--- src/rtl/pipe_stage_reg.sv ---
// Pipeline stage register: valid/ready handshake, flush, bubble control.
// Define PIPE_SKID_EN for the 2-entry skid mode with registered in_ready.
module pipe_stage_reg #(
  parameter int CTRL_W = 8,
  parameter int DATA_W = 128,
  parameter int CNT_W  = 16
) (
  input  logic              clk,
  input  logic              rst,
  input  logic              flush,
  input  logic              in_valid,
  output logic              in_ready,
  input  logic [CTRL_W-1:0] in_ctrl,
  input  logic [DATA_W-1:0] in_data,
  output logic              out_valid,
  input  logic              out_ready,
  output logic [CTRL_W-1:0] out_ctrl,
  output logic [DATA_W-1:0] out_data,
  output logic [CNT_W-1:0]  stall_cnt
);

  logic              r_valid;
  logic [CTRL_W-1:0] r_ctrl;
  logic [DATA_W-1:0] r_data;
  logic [CNT_W-1:0]  r_cnt;

  logic w_in_ready;
  logic w_in_xfer;
  logic w_stall;

  assign w_in_xfer = in_valid & w_in_ready;
  assign w_stall   = r_valid & ~out_ready;

`ifdef PIPE_SKID_EN

  logic              r_skid_valid;
  logic [CTRL_W-1:0] r_skid_ctrl;
  logic [DATA_W-1:0] r_skid_data;
  logic              w_main_free;

  // Ready depends only on skid state, so the upstream path is registered.
  assign w_in_ready  = ~rst & ~flush & ~r_skid_valid;
  assign w_main_free = ~r_valid | out_ready;

  // Main register: refill from skid first so older beats leave first.
  always_ff @(posedge clk or posedge rst) begin
    if (rst) begin
      r_valid <= 1'b0;
      r_ctrl  <= '0;
      r_data  <= '0;
    end else if (flush) begin
      r_valid <= 1'b0;
      r_ctrl  <= '0;
    end else if (w_main_free) begin
      if (r_skid_valid) begin
        r_valid <= 1'b1;
        r_ctrl  <= r_skid_ctrl;
        r_data  <= r_skid_data;
      end else if (w_in_xfer) begin
        r_valid <= 1'b1;
        r_ctrl  <= in_ctrl;
        r_data  <= in_data;
      end else begin
        r_valid <= 1'b0;
        r_ctrl  <= '0;
      end
    end
  end

  // Skid entry: catches the beat accepted while main is stalled.
  always_ff @(posedge clk or posedge rst) begin
    if (rst) begin
      r_skid_valid <= 1'b0;
      r_skid_ctrl  <= '0;
      r_skid_data  <= '0;
    end else if (flush) begin
      r_skid_valid <= 1'b0;
      r_skid_ctrl  <= '0;
    end else if (w_main_free) begin
      r_skid_valid <= 1'b0;
    end else if (w_in_xfer) begin
      r_skid_valid <= 1'b1;
      r_skid_ctrl  <= in_ctrl;
      r_skid_data  <= in_data;
    end
  end

`else

  logic w_out_xfer;

  assign w_out_xfer = r_valid & out_ready;
  assign w_in_ready = ~flush & (~r_valid | out_ready);

  // Single register: load on accept, bubble on drain or flush.
  always_ff @(posedge clk or posedge rst) begin
    if (rst) begin
      r_valid <= 1'b0;
      r_ctrl  <= '0;
      r_data  <= '0;
    end else if (flush) begin
      r_valid <= 1'b0;
      r_ctrl  <= '0;
    end else if (w_in_xfer) begin
      r_valid <= 1'b1;
      r_ctrl  <= in_ctrl;
      r_data  <= in_data;
    end else if (w_out_xfer) begin
      r_valid <= 1'b0;
      r_ctrl  <= '0;
    end
  end

`endif

  // Saturating stall counter; only reset clears it.
  always_ff @(posedge clk or posedge rst) begin
    if (rst) begin
      r_cnt <= '0;
    end else if (w_stall && (r_cnt != {CNT_W{1'b1}})) begin
      r_cnt <= r_cnt + 1'b1;
    end
  end

  assign in_ready  = w_in_ready;
  assign out_valid = r_valid;
  assign out_ctrl  = r_ctrl;
  assign out_data  = r_data;
  assign stall_cnt = r_cnt;

endmodule

--- config.mk ---
export PLATFORM = sky130hd
export DESIGN_NAME = pipe_stage_reg
export DESIGN_NICKNAME = d
export VERILOG_FILES = /design/src/rtl/pipe_stage_reg.sv
export SDC_FILE = /design/constraint.sdc
export NUM_CORES = 1
export LEC_CHECK = 0
export CELL_PAD_IN_SITES_DETAIL_PLACEMENT = 0
export CELL_PAD_IN_SITES_GLOBAL_PLACEMENT = 2
export CORE_MARGIN = 1
export CORE_UTILIZATION = 26
export CTS_CLUSTER_SIZE = 25
export DETAILED_ROUTE_END_ITERATION = 16
export GPL_TIMING_DRIVEN = 0
export MAX_ROUTING_LAYER = met4
export PLACE_DENSITY = 0.81
export SYNTH_ARGS = -nofsm -noshare
export SYNTH_HDL_FRONTEND = slang
export SYNTH_SLANG_ARGS = --single-unit
--- constraint.sdc ---
create_clock -name clk -period 6.92 [get_ports clk]
set_input_delay 1.384 -clock clk [delete_from_list [all_inputs] [get_ports clk]]
set_output_delay 1.384 -clock clk [all_outputs]
set_load 0.005 [all_outputs]
Word level (Yosys, flattened, before mapping) --
Cells that the tools add are included.
Storage, ports and cells: flip-flop bits (word level) 153, bits in latches 0, RAM bits 0, bits in read-only memories 0, input port bits 141, output and inout bits 154, memories 0
Cells by class: add/subtract/negate cells 1, multipliers 0, divide/modulo/power cells 0, $lt $le $gt $ge 0, equality and inequality tests 1, shift operators 0, multiplexer cells 6, bitwise operators 8, reductions and logical operators 3
Operators by type and width (number):
- 8-bit two-way mux | 3
- 16-bit by 1-bit adder with 16-bit output (second input constant) | 1
- 16-bit != test (second input constant) | 1
- 1-bit AND | 4
- 1-bit two-way mux | 3
- 1-bit inverter | 3
- 3-bit nonzero test | 1
- 2-bit AND reduction | 1
- 1-bit logical AND | 1
- 1-bit bitwise OR | 1

Depth between registers and ports, before layout --
Gate-level depths: netlist (run 1).
word-level depth 6, mapped depth 8, depth with buffers taken out 4

Worst setup path before layout (run 1) --
Ideal clock, no wire load.
path kind input to output, start input port out_ready, end output port in_ready, arrival 1650 ps, slack 3886 ps, stages 3, path buffers 1, cells stage by stage nor2b_2 -> buf_4 -> nor2_2
On the way: word-level cells in the longest chain between the ends 2
RTL lines:
- start: declaration | line 16 | input logic out_ready,
- 1-bit bitwise OR | line 93 | assign w_in_ready = ~flush & (~r_valid | out_ready);
- 1-bit AND | line 93
- end: declaration | line 12 | output logic in_ready,
Every way passes these cells.

Worst setup path after layout (run 1) --
Ends and elaborated chain as after synthesis.

==> results.ini, run 1 <==
[run_status]
status = completed

[drt]
routed_via_density = 4.391
drc = 0
vias = 4325
postRouteAntennaNets = 0
routed_wirelength_um = 16660
drt_iter0_markers = 125
wl_per_cell_um = 16.91
first_pass_iters = 4

[sta]
whs_ns = 0.5028
clock.fmax_mhz = 244.4
maxSlewHeadroom_pct = 53.75
maxSlewViolCount = 0
period_needed_ns = 4.092
min_period_over_period_pct = 59.13
setup-tns-final_ns = 0
tightestPinTransition_ns = 0.6938
skew_ns = 0.006201
setup_viol = 0
rsz0062_at_grt = no
hold_viol = 0

[floorplanning]
chipHeight_um = 154.4
rows = 55
die_x_um = 154.4
io_pins = 295
fp.dieArea_mm2 = 0.02384
start_util_pct = 26.60
core_mm2 = 0.02271

[flow_run]
cap_violations = 0

[synthesis]
synth_cells = 374
yosysMostFrequentCell = dfrtp_1
synth-main-ff-cell = dfrtp_1
synth_edf_count = 0
yosysWarningCount = 0
synth_fp_nets = 516
synth.avg_cell_area_um2 = 16.15
synthDominantCellAreaShare_pct = 63.39
netlist_area_mm2 = 0.006040
yosysTopAreaCell = dfrtp_1
synthTopCellsByArea = dfrtp_1 63%, mux2_2 18%, mux2_4 8.0%, a22o_1 1.2%, buf_4 0.75%
ys_ff_latch = 153
synth.cells.most_frequent = 153 x dfrtp_1, 98 x mux2_2, 32 x mux2_4, 10 x nor2_1, 8 x a22o_1
synth_cell_types = 33
synthArstFlopShare_pct = 100.0
ys_seq_area_share_pct = 63.39

[critical_path]
cp-start-kind = input port
cp.required_ns = 5.54
arrival_ns = 2.71
reg2reg_slack_ns = 4.92
crit_type = input port to primary output
crit_fanout = 8
endpoint_kind = primary output

[cts]
post_cts_resized = 0
post_cts_buffers = 0
cts_root_buf = clkbuf_16
htree_num_levels = 4
cts_sinks = 153
clockBufferDepth = 2
clk_pin_slew_worst_paths_ns = 0.06
cts_tree = done
cts_hold_buf = 0
cts_made_buffers = 17
clkLatencyLatePin_ns = 0.41

[final_layout]
final_layout_size_suffix_gt1_share_pct = 25.86
area_growth_pct = 64.70
instances_no_fill = 985
final_net_count = 830
diodes = 0

[power]
cellPowerDensity_mw_per_mm2 = 270.5
ir_drop_mv = 0.1384
leakagePower_nw = 4.141

[global_routing]
antenna_found_initial = 0
grt_pass1_wl_um = 26330
grt_pass1_vias = 4748
grt_overflow = 0
grt_usage_pct = 14.82
grt_start_max_net_pins = 81

[placement]
port_buffers = 294
place_inst = 954
dpl.hpwl_um = 12440
place.gp.congestion = 0.7957

[min_path]
hold_path.class = flip-flop to flip-flop

where the power goes:
group | internal (W) | total (W) | switching (W)
registers | 0.00104 | 0.00113 | 0.0000879
logic | 0.000454 | 0.000643 | 0.000189
clock network | 0.000534 | 0.000921 | 0.000387
total | 0.00203 | 0.00269 | 0.000664
state kept, by name (all words and copies together) (netlist names):
name,cells
out_data,128
out_ctrl,8
stall_cnt,16
out_valid,1
per-layer routing:
| metal | global-route usage [%] | routed length [um] |
|---|---|---|
| met1 | 17.10 | 6865 |
| met2 | 24.59 | 8352 |
| met3 | 5.268 | 1285 |
| met4 | 3.489 | 152 |
| met5 | - | 0 |
area by class of cell:
| class | instances | area [um^2] |
|---|---|---|
| Fill cell | 2046 | 12760 |
| Sequential cell | 153 | 3829 |
| Timing Repair Buffer | 295 | 2970 |
| Multi-Input combinational cell | 203 | 2059 |
| Clock buffer | 18 | 429.2 |
| Tap cell | 285 | 356.6 |
| Clock inverter | 13 | 146.4 |
| Buffer | 16 | 143.9 |
| Inverter | 2 | 12.51 |
stage by stage:
step	utilization, %	power (W)	cell area, um^2	setup slack (ns)
floorplan	-	0.001350	6040	1.415
global placement	41.12	0.001775	9339	-0.5310
detailed placement	41.27	0.001790	9371	2.822
CTS	43.80	0.002739	9947	2.812
global route	43.80	0.002831	9947	2.768
finish	43.80	0.002690	9947	2.828
critical path: stages:
cell and delay [ns]:
clkdlybuf4s50_1 0.50, nor2b_2 0.05, buf_4 0.16, nor2_2 0.11, clkdlybuf4s50_1 0.51
placed cells by master, fill, tap and decap left out, drive strengths merged:
master	n
a22o	8
a41oi	1
nor2b	1
xnor2	4
buf	17
ha	1
clkinv	2
o311ai	1
nand2b	1
and3	5
clkbuf	18
and4	1
nor3	3
nor2	11
nand4	4
and2	3
inv	6
clkinvlp	5
clkdlybuf4s50	294
mux2	130
nand3	5
a21oi	5
o2111ai	1
o21ai	2
nand4b	1
o2111a	1
xor2	5
a31oi	3
dfrtp	153
bufinv	2
and4b	1
nand2	5
logic make-up after synthesis:
| group | Yosys count | share of synthesized area [%] |
|---|---|---|
| flip-flops | 153 | 63.39 |
| multiplexers | 130 | 26.23 |
| AO/OA/AOI/OAI | 22 | 2.673 |
| XOR/XNOR | 9 | 1.305 |
| AND/OR/NAND/NOR | 41 | 3.688 |
| buffers and inverters | 18 | 2.507 |
| adder cells (fa/ha/maj) | 1 | 0.2071 |
path summary, 6_finish.rpt:
path                             start  cells past startpoint      endpoint
min in group asynchronous          rst                      2  out_data[13]
max                          out_ready                      5      in_ready
min reg2reg                out_ctrl[6]                      1   out_ctrl[6]
max reg2reg                  out_valid                      8  out_data[35]
max in group asynchronous          rst                      3  out_data[37]
min                        out_ctrl[6]                      1   out_ctrl[6]
Note: power is estimated with default switching activity, not from simulation.
==> run 2: changes to the inputs <==
Clock period 6.92 ns to 3.9 ns, I/O delays scaled along.
==> results.ini, run 2 (same netlist as run 1, synthesis figures left out) <==
[critical_path]
crit_fanout = 8
reg2reg_slack_ns = 1.94
timing.rr.start = out_valid
path_delay_family = buffers and inverters
cpMaxStageDelayCell = clkdlybuf4s50_1
worst-path-buf-inv = 3
endpoint_kind = primary output
crit_type = input port to primary output
cp.required_ns = 3.12
rr_worst_depth = 8
r2r_end = out_data[44]
cp-start-kind = input port
slowest_delay_ns = 0.53
cp_cell_sequence = clkdlybuf4s50_1 -> nor2b_2 -> buf_4 -> nor2_2 -> clkdlybuf4s50_1
crit_top_cell = clkdlybuf4s50_1
arrival_ns = 2.10

[drt]
drc = 0
routed_wirelength_um = 16610
vias = 4313
first_pass_iters = 4
postRouteAntennaNets = 0
drt_iter0_markers = 127
wl_per_cell_um = 16.80
routed_via_density = 4.361

[final_layout]
n_fill_cell = 2041
diodes = 0
final_cell_mix = 294 x clkdlybuf4s50_1, 153 x dfrtp_1, 98 x mux2_2, 32 x mux2_4, 17 x clkbuf_16
area_growth_pct = 65.34
final_layout_size_suffix_gt1_share_pct = 26.42
post-route-util_pct = 43.97
final_net_count = 833
design_area_mm2 = 0.009986
layout_commonest_cell = clkdlybuf4s50_1
largest_reg_flops = 128

[min_path]
hold_end = out_data[86]
min_from = out_data[86]
holdPathStages = 1
hold_path.class = flip-flop to flip-flop

[placement]
dpl.hpwl_um = 12680
post_dp_cell_area_mm2 = 0.009423
port_buffers = 294
place.gp.congestion = 0.7877

[cts]
cts_hold_buf = 0
htree_num_levels = 4
post_cts_resized = 0
clkLatencyLatePin_ns = 0.42
clk_pin_slew_worst_paths_ns = 0.06
cts_root_buf = clkbuf_16
post_cts_buffers = 0
cts_sinks = 153
clockBufferDepth = 2
cts_tree = done
cts_made_buffers = 17

[power]
leakagePower_nw = 4.163
cellPowerDensity_mw_per_mm2 = 472.8
ir_drop_mv = 0.2159

[global_routing]
grt_usage_pct = 14.79
grt_pass1_vias = 4746
grt_start_max_net_pins = 38
grt_overflow = 0
antenna_found_initial = 0
grt_pass1_wl_um = 26520

[sta]
hold_viol = 0
clock.fmax_mhz = 346.7
min_period_over_period_pct = 73.96
skew_ns = 0.009818
maxSlewViolCount = 0
tightestPinTransition_ns = 0.6029
period_needed_ns = 2.884
setup_viol = 0
maxSlewHeadroom_pct = 59.66
rsz0062_at_grt = no

[floorplanning]
chipHeight_um = 154.4
io_pins = 295
fp.dieArea_mm2 = 0.02384
start_util_pct = 26.60
die_x_um = 154.4
core_mm2 = 0.02271
rows = 55

[flow_run]
cap_violations = 0

[run_status]
status = completed

-- run 2: area by class of cell --
| type | count | area (um^2) | area share [%] |
|---|---|---|---|
| clock inverter | 13 | 110.1 | 1.103 |
| sequential | 153 | 3829 | 38.34 |
| timing repair buffer | 298 | 3023 | 30.27 |
| multi-input combinational | 203 | 2059 | 20.62 |
| inverter | 2 | 11.26 | 0.1128 |
| tap | 285 | 356.6 | 3.571 |
| clock buffer | 19 | 452.9 | 4.536 |
| buffer | 16 | 143.9 | 1.441 |
-- run 2: metal layers --
metal | global-route usage [%] | up-vias | share of wire, %
li1 | - | 1972 | -
met1 | 16.77 | 2151 | 41
met2 | 25.43 | 179 | 51
met3 | 4.399 | 11 | 6.6
met4 | 3.819 | 0 | 0.83
met5 | - | - | 0
-- run 2: how the worst max path moves through the flow --
| stage | startpoint | end | slack, ns | cells after the start |
|---|---|---|---|---|
| after floorplan | rst | out_ctrl[0] | 1.19 | 1 |
| after global placement | rst | out_data[79] | -0.09 | 2 |
| after detailed placement | out_ready | in_ready | 1.03 | 5 |
| after CTS | out_ready | in_ready | 1.02 | 5 |
| after global routing | out_ready | in_ready | 0.95 | 5 |
| final | out_ready | in_ready | 1.02 | 5 |
-- run 2: report_power, final --
| part | leakage (nW) | total, W | switching (W) | internal (W) |
|---|---|---|---|---|
| clock | 0.267 | 0.00158 | 0.000717 | 0.000862 |
| sequential | 1.84 | 0.00200 | 0.000153 | 0.00184 |
| combinational | 2.06 | 0.00115 | 0.000336 | 0.000810 |
| total | 4.16 | 0.00472 | 0.00121 | 0.00352 |
-- run 2: metrics by stage --
step                      setup slack (ns)  TNS [ns]  power (W)  hold slack [ns]  std cells
after floorplan                      1.189         0   0.002395           0.4894        374
after global placement            -0.08978    -11.57   0.003147           0.4827        953
after detailed placement             1.029         0   0.003184           0.4839        957
after CTS                            1.019         0   0.004802           0.5071        989
after global routing                0.9526         0   0.004970           0.5180        989
final                                1.016         0   0.004721           0.5021        989
